## config.mk

```make
export PLATFORM = sky130hd
export DESIGN_NAME = dcache_ctrl
export DESIGN_NICKNAME = d
export VERILOG_FILES = /design/src/rtl/dcache_ctrl.sv
export SDC_FILE = /design/constraint.sdc
export NUM_CORES = 2
export LEC_CHECK = 0
export ABC_AREA = 1
export BUFFER_PORTS_ARGS = -buffer_cell sky130_fd_sc_hd__buf_2
export CAP_MARGIN = 20
export CORE_UTILIZATION = 45
export DETAILED_ROUTE_END_ITERATION = 8
export HOLD_SLACK_MARGIN = 0.02
export PLACE_DENSITY = 0.66
export SYNTH_ARGS = -nofsm -noshare
export SYNTH_HDL_FRONTEND = slang
export SYNTH_SLANG_ARGS = --single-unit
```

## constraint.sdc

```tcl
create_clock -name clk -period 11.7 [get_ports clk]
set_input_delay 1.755 -clock clk [delete_from_list [all_inputs] [get_ports clk]]
set_output_delay 1.755 -clock clk [all_outputs]
set_load 0.05 [all_outputs]
```

## src/rtl/dcache_ctrl.sv

```systemverilog
// dcache_ctrl
// Direct-mapped, write-through, no-write-allocate data cache controller.
// A request is taken from the address stage, looked up for one cycle, and
// then completed by a hit response, a 4-word line refill (loads), or a single
// memory write (stores). Hit and miss lookups are counted in saturating
// counters.
//
// Ports:
//   clk, rst_n             clock, asynchronous active-low reset
//   req_valid / req_ready  request handshake (ready only while idle)
//   wr, cache_address_i,   request: store flag, byte address, store lanes
//   byte_en, wdata         and store data
//   resp_valid, rdata      one-cycle completion pulse with load data
//   mem_req ... mem_be     registered memory request, held until mem_ack
//   mem_ack, mem_rdata     memory completion and read data
//   hit_cnt, miss_cnt      saturating lookup counters
module dcache_ctrl #(
    parameter int IDX_W = 4,
    parameter int CNT_W = 16
) (
    input  logic             clk,
    input  logic             rst_n,
    input  logic             req_valid,
    output logic             req_ready,
    input  logic             wr,
    input  logic [24:0]      cache_address_i,
    input  logic [3:0]       byte_en,
    input  logic [31:0]      wdata,
    output logic             resp_valid,
    output logic [31:0]      rdata,
    output logic             mem_req,
    output logic             mem_we,
    output logic [24:0]      mem_addr,
    output logic [31:0]      mem_wdata,
    output logic [3:0]       mem_be,
    input  logic             mem_ack,
    input  logic [31:0]      mem_rdata,
    output logic [CNT_W-1:0] hit_cnt,
    output logic [CNT_W-1:0] miss_cnt
);

    localparam int LINES = 1 << IDX_W;
    localparam int TAG_W = 25 - IDX_W - 4;

    typedef enum logic [2:0] {
        ST_IDLE,
        ST_TAG,
        ST_REFILL,
        ST_WRITE,
        ST_RESP
    } state_t;

    state_t             state_q, state_d;
    logic               wr_q, wr_d;
    logic [24:2]        addr_q, addr_d;
    logic [3:0]         be_q, be_d;
    logic [31:0]        wdata_q, wdata_d;
    logic [1:0]         cnt_q, cnt_d;
    logic               hit_q, hit_d;
    logic [LINES-1:0]   valid_q, valid_d;
    logic               mem_req_q, mem_req_d;
    logic               mem_we_q, mem_we_d;
    logic [24:0]        mem_addr_q, mem_addr_d;
    logic [31:0]        mem_wdata_q, mem_wdata_d;
    logic [3:0]         mem_be_q, mem_be_d;
    logic               resp_valid_q, resp_valid_d;
    logic [31:0]        rdata_q, rdata_d;
    logic [CNT_W-1:0]   hit_cnt_q, hit_cnt_d;
    logic [CNT_W-1:0]   miss_cnt_q, miss_cnt_d;

    logic [TAG_W-1:0]   tag_mem  [LINES];
    logic [31:0]        data_mem [LINES][4];

    logic               tag_we;
    logic               data_we;
    logic [3:0]         data_be;
    logic [1:0]         data_wr_off;
    logic [31:0]        data_wr_val;

    logic [IDX_W-1:0]   req_idx;
    logic [TAG_W-1:0]   req_tag;
    logic [1:0]         req_off;
    logic               lookup_hit;

    // The byte offset within a word never affects the lookup.
    logic               unused_byte_offset;
    assign unused_byte_offset = ^cache_address_i[1:0];

    assign req_idx    = addr_q[IDX_W+3:4];
    assign req_tag    = addr_q[24:IDX_W+4];
    assign req_off    = addr_q[3:2];
    assign lookup_hit = valid_q[req_idx] && (tag_mem[req_idx] == req_tag);

    // Next-state logic for the controller. A memory request is raised in the
    // first cycle of REFILL/WRITE while mem_req is low, held until the ack,
    // and dropped in the cycle after the ack, so each refill word is its own
    // transaction with a stable address.
    always_comb begin
        state_d      = state_q;
        wr_d         = wr_q;
        addr_d       = addr_q;
        be_d         = be_q;
        wdata_d      = wdata_q;
        cnt_d        = cnt_q;
        hit_d        = hit_q;
        valid_d      = valid_q;
        mem_req_d    = mem_req_q;
        mem_we_d     = mem_we_q;
        mem_addr_d   = mem_addr_q;
        mem_wdata_d  = mem_wdata_q;
        mem_be_d     = mem_be_q;
        resp_valid_d = 1'b0;
        rdata_d      = rdata_q;
        hit_cnt_d    = hit_cnt_q;
        miss_cnt_d   = miss_cnt_q;
        tag_we       = 1'b0;
        data_we      = 1'b0;
        data_be      = 4'hF;
        data_wr_off  = cnt_q;
        data_wr_val  = mem_rdata;

        case (state_q)
            ST_IDLE: begin
                if (req_valid) begin
                    wr_d    = wr;
                    addr_d  = cache_address_i[24:2];
                    be_d    = byte_en;
                    wdata_d = wdata;
                    state_d = ST_TAG;
                end
            end
            ST_TAG: begin
                hit_d = lookup_hit;
                if (lookup_hit) begin
                    if (hit_cnt_q != {CNT_W{1'b1}}) hit_cnt_d = hit_cnt_q + 1'b1;
                end else begin
                    if (miss_cnt_q != {CNT_W{1'b1}}) miss_cnt_d = miss_cnt_q + 1'b1;
                end
                if (wr_q) begin
                    state_d = ST_WRITE;
                end else if (lookup_hit) begin
                    state_d      = ST_RESP;
                    resp_valid_d = 1'b1;
                    rdata_d      = data_mem[req_idx][req_off];
                end else begin
                    state_d = ST_REFILL;
                    cnt_d   = 2'd0;
                end
            end
            ST_REFILL: begin
                if (!mem_req_q) begin
                    mem_req_d  = 1'b1;
                    mem_we_d   = 1'b0;
                    mem_addr_d = {addr_q[24:4], cnt_q, 2'b00};
                end else if (mem_ack) begin
                    mem_req_d = 1'b0;
                    data_we   = 1'b1;
                    cnt_d     = cnt_q + 2'd1;
                    // The line only becomes valid once the last word lands,
                    // so an aborted refill never leaves a half-filled hit.
                    if (cnt_q == 2'd3) begin
                        valid_d[req_idx] = 1'b1;
                        tag_we           = 1'b1;
                        state_d          = ST_RESP;
                        resp_valid_d     = 1'b1;
                        rdata_d          = (req_off == 2'd3) ? mem_rdata
                                                             : data_mem[req_idx][req_off];
                    end
                end
            end
            ST_WRITE: begin
                if (!mem_req_q) begin
                    mem_req_d   = 1'b1;
                    mem_we_d    = 1'b1;
                    mem_addr_d  = {addr_q[24:2], 2'b00};
                    mem_wdata_d = wdata_q;
                    mem_be_d    = be_q;
                end else if (mem_ack) begin
                    // Write-through: the cached copy is patched only on a hit.
                    mem_req_d    = 1'b0;
                    data_we      = hit_q;
                    data_be      = be_q;
                    data_wr_off  = req_off;
                    data_wr_val  = wdata_q;
                    state_d      = ST_RESP;
                    resp_valid_d = 1'b1;
                    rdata_d      = 32'd0;
                end
            end
            ST_RESP: begin
                state_d = ST_IDLE;
            end
            default: begin
                state_d = ST_IDLE;
            end
        endcase
    end

    // Control state and registered outputs.
    always_ff @(posedge clk or negedge rst_n) begin
        if (!rst_n) begin
            state_q      <= ST_IDLE;
            wr_q         <= 1'b0;
            addr_q       <= '0;
            be_q         <= '0;
            wdata_q      <= '0;
            cnt_q        <= '0;
            hit_q        <= 1'b0;
            valid_q      <= '0;
            mem_req_q    <= 1'b0;
            mem_we_q     <= 1'b0;
            mem_addr_q   <= '0;
            mem_wdata_q  <= '0;
            mem_be_q     <= '0;
            resp_valid_q <= 1'b0;
            rdata_q      <= '0;
            hit_cnt_q    <= '0;
            miss_cnt_q   <= '0;
        end else begin
            state_q      <= state_d;
            wr_q         <= wr_d;
            addr_q       <= addr_d;
            be_q         <= be_d;
            wdata_q      <= wdata_d;
            cnt_q        <= cnt_d;
            hit_q        <= hit_d;
            valid_q      <= valid_d;
            mem_req_q    <= mem_req_d;
            mem_we_q     <= mem_we_d;
            mem_addr_q   <= mem_addr_d;
            mem_wdata_q  <= mem_wdata_d;
            mem_be_q     <= mem_be_d;
            resp_valid_q <= resp_valid_d;
            rdata_q      <= rdata_d;
            hit_cnt_q    <= hit_cnt_d;
            miss_cnt_q   <= miss_cnt_d;
        end
    end

    // Tag and data storage; contents are qualified by valid_q, so no reset.
    always_ff @(posedge clk) begin
        if (data_we) begin
            for (int b = 0; b < 4; b++) begin
                if (data_be[b]) data_mem[req_idx][data_wr_off][8*b +: 8] <= data_wr_val[8*b +: 8];
            end
        end
        if (tag_we) tag_mem[req_idx] <= req_tag;
    end

    assign req_ready  = (state_q == ST_IDLE);
    assign resp_valid = resp_valid_q;
    assign rdata      = rdata_q;
    assign mem_req    = mem_req_q;
    assign mem_we     = mem_we_q;
    assign mem_addr   = mem_addr_q;
    assign mem_wdata  = mem_wdata_q;
    assign mem_be     = mem_be_q;
    assign hit_cnt    = hit_cnt_q;
    assign miss_cnt   = miss_cnt_q;

endmodule

```

==> impl_metrics.env <==
export IMPL_status="finished, final reports clean"
export IMPL_rows=170
export IMPL_crit_path_start_kind="flop"
export IMPL_maxSlewHeadroom_pct=19.1
export IMPL_yosysTopAreaCellShare_pct=71.5
export IMPL_worstHoldStart="valid_q[9]"
export IMPL_clockBufferDepth=3
export IMPL_num_vias=60800
export IMPL_final_setup_viol_count=0
export IMPL_cts_resized_gates=0
export IMPL_final_min_clock_period_ns=6.04
export IMPL_slowest_delay_ns=0.81
export IMPL_core_area_um2=215000
export IMPL_first_pass_iters=6
export IMPL_synthTopCellsByCount="edfxtp_1 (2,320), nand2_1 (1,379), a22oi_1 (978)"
export IMPL_cts_max_level=4
export IMPL_areaGrowthSynthToFinish_pct=12.2
export IMPL_seqCellArea_um2=74900
export IMPL_first_global_vias=58300
export IMPL_numCtsBuffers=230
export IMPL_reg2reg_depth=19
export IMPL_fillers=17600
export IMPL_leakage_nw=37.2
export IMPL_wl_per_cell_um=26.9
export IMPL_hold_slack_ns=0.454
export IMPL_whs_path_depth=2
export IMPL_placedInstanceArea_um2=102000
export IMPL_ant_nets=0
export IMPL_post_cts_setup_buffers=0
export IMPL_cp_slowest_cell="nor2_4"
export IMPL_avgViaCountPerCell=6.01
export IMPL_clock_sinks=2528
export IMPL_worstSetupPathType="flop to flop"
export IMPL_pin_count=227
export IMPL_crit_start="addr_q[4]"
export IMPL_clock_latency_ns=0.86
export IMPL_routed_top_layer="met5"
export IMPL_timing_rr_end="rdata[14]"
export IMPL_wl_met1_um=108000
export IMPL_grt_max_degree=147
export IMPL_grt_usage_pct=24.5
export IMPL_synth_warning_count=0
export IMPL_start_util_pct=45.3
export IMPL_r2r_slack_ns=5.66
export IMPL_ys_seq_area_share_pct=76.8
export IMPL_p_int_mw=16.9
export IMPL_ys_flop_type="edfxtp_1"
export IMPL_drv_cap=0
export IMPL_grt_first_pass_wirelength_um=394000
export IMPL_die_w_um=467
export IMPL_finClkSkew_ns=0.0298
export IMPL_synth_area_leaders="edfxtp_1 (71%), a22oi_1 (7.5%), dfrtp_1 (5.3%)"
export IMPL_crit_path_frequent_cell="nand2_1"
export IMPL_p_per_area_nw_per_um2=247
export IMPL_rsz0062_at_grt="no"
export IMPL_drive_above_1_share_pct=11.8
export IMPL_hold_violations=0
export IMPL_yosysTopAreaCell="edfxtp_1"
export IMPL_ys_ff_latch=2528
export IMPL_tightestPinTransition_ns=1.21
export IMPL_fin_area_um2=109000
export IMPL_wl_met2_um=125000
export IMPL_synth_avg_cell_area_um2=14.1
export IMPL_period_share_pct=51.6
export IMPL_multi_input_area_um2=20700
export IMPL_synth_most_common_cell="edfxtp_1"
export IMPL_worst_path_max_fanout=68
export IMPL_path_clk_slew_ns=0.06
export IMPL_port_buffers=222
export IMPL_syn_cell_area_um2=97500
export IMPL_cp_arrival_ns=6.83
export IMPL_setup_tns_ns=0
export IMPL_wl_met3_um=31300
export IMPL_fmax_mhz=166
export IMPL_async_flop_share_pct=8.23
export IMPL_endpoint_kind="flop"
export IMPL_hold_path_class="flop to flop"
export IMPL_cts_tree="done"
export IMPL_synth_cell_types=43
export IMPL_timing_rr_start="addr_q[4]"
export IMPL_power_switching_mw=10.2
export IMPL_drtIter0Drc=7986
export IMPL_grt_overflow=0
export IMPL_switching_share_pct=37.6
export IMPL_syn_inst=6929
export IMPL_power_frac_comb_pct=31.4
export IMPL_grt_antenna_before_repair=17
export IMPL_final_max_slew_viol_count=0
export IMPL_hold_end="valid_q[9]"
export IMPL_gp_congestion=0.881
export IMPL_cp_cell_sequence="buf_4 > nor2_4 > buf_4 > nand2_1 > nand3_1 > nand2_1 > nand2_1 > nor2_1 > nand2_1 > nand2_1 > nor2_1 > nand2_1 > nor2_1 > nand3_1 > nand2_1 > nand2_4 > inv_2 > nand2_1 > nand2_1"
export IMPL_cts_root_buf="clkbuf_16"
export IMPL_pwr_share_seq_pct=40.7
export IMPL_ir_drop_uv=214
export IMPL_floorplan_die_height_um=467
export IMPL_die_area_um2=219000
export IMPL_nets=7185
export IMPL_ctsHoldBuffers=0
export IMPL_drc=0
export IMPL_pwr_share_clk_pct=27.9
export IMPL_hpwlAfterDp_um=155000
export IMPL_synth_edf_count=2320
export IMPL_cp_required_ns=12.49
export IMPL_routed_wl_um=273000
## through the flow
stage          std cells  setup slack, ns  utilization, %  power (mW)
2_1_floorplan       6930             6.30               -        16.2
3_3_place_gp        9684             5.50            47.3        19.4
3_5_place_dp        9688             5.55            47.4        19.5
4_1_cts            10100             5.71            50.8        26.9
5_1_grt            10100             5.39            50.9        28.0
6_report           10100             5.66            50.9        27.0
## cell families after synthesis
kind of cell | count (synthesis) | synth area share (%)
adder cells (fa/ha/maj) | 3 | 0.0385
other | 1 | 0.00385
XOR/XNOR | 15 | 0.135
multiplexers | 56 | 0.647
buffers and inverters | 556 | 2.44
AO/OA/AOI/OAI | 1701 | 11.5
flip-flops | 2528 | 76.8
AND/OR/NAND/NOR | 2069 | 8.42
## layout make-up
| class | count | share of cell area, % |
|---|---|---|
| Clock buffer | 291 | 5.62 |
| Timing Repair Buffer | 350 | 2.01 |
| Inverter | 128 | 0.456 |
| Multi-Input combinational cell | 3846 | 19.0 |
| Sequential cell | 2528 | 68.5 |
| Clock inverter | 141 | 1.21 |
| Tap cell | 2838 | 3.25 |
| Antenna cell | 6 | 0.0137 |
## registers in the layout, indices dropped and copies added, names as in the netlist, 2 cells and up
| signal | cells |
|---|---|
| addr_q | 23 |
| be_q | 4 |
| cnt_q | 2 |
| data_mem | 2048 |
| hit_cnt | 16 |
| mem_addr | 23 |
| mem_be | 4 |
| mem_wdata | 32 |
| miss_cnt | 16 |
| rdata | 32 |
| state_q | 3 |
| tag_mem | 272 |
| valid_q | 16 |
| wdata_q | 32 |
## critical path: cells and delay by family (launching register included)
kind                   cells  cell delay, ns
buffers and inverters      3            1.82
DFF                        1            0.78
and+or+nand+nor           16            3.22
## per-layer routing
metal | track usage, % | vias to the layer above
met1 | 34.6 | 30600
li1 | - | 26400
met3 | 6.02 | 481
met5 | 0 | -
met2 | 37.7 | 3317
met4 | 7.12 | 16
## worst max-delay path by stage
stage	endpoint	slack [ns]
global placement	data_mem[1][93]	5.50
floorplan	data_mem[0][127]	6.30
CTS	rdata[14]	5.71
global route	rdata[14]	5.39
detailed placement	data_mem[8][11]	5.55
finish	rdata[14]	5.66
## power by group through the flow
| stage | Clock [mW] | Sequential (mW) | Combinational, mW |
|---|---|---|---|
| 3_3_place_gp | 0 | 11.2 | 8.20 |
| 2_1_floorplan | 0 | 11.6 | 4.60 |
| 5_1_grt | 7.91 | 11.1 | 9.00 |
| 4_1_cts | 7.56 | 11.0 | 8.34 |
| 3_5_place_dp | 0 | 11.2 | 8.31 |
| 6_report | 7.53 | 11.0 | 8.49 |
## cell usage in the layout (no fill, tap or decap), types with 111 or more instances in the layout
| cell | instances |
|---|---|
| edfxtp_1 | 2320 |
| buf_2 | 221 |
| inv_1 | 111 |
| nand2_1 | 1358 |
| nor3_1 | 111 |
| a22oi_1 | 978 |
| dfrtp_1 | 205 |
| a21oi_1 | 453 |
| nor2_1 | 395 |
| clkbuf_16 | 235 |
| buf_4 | 117 |
Note: power is estimated with default switching activity, not from simulation.
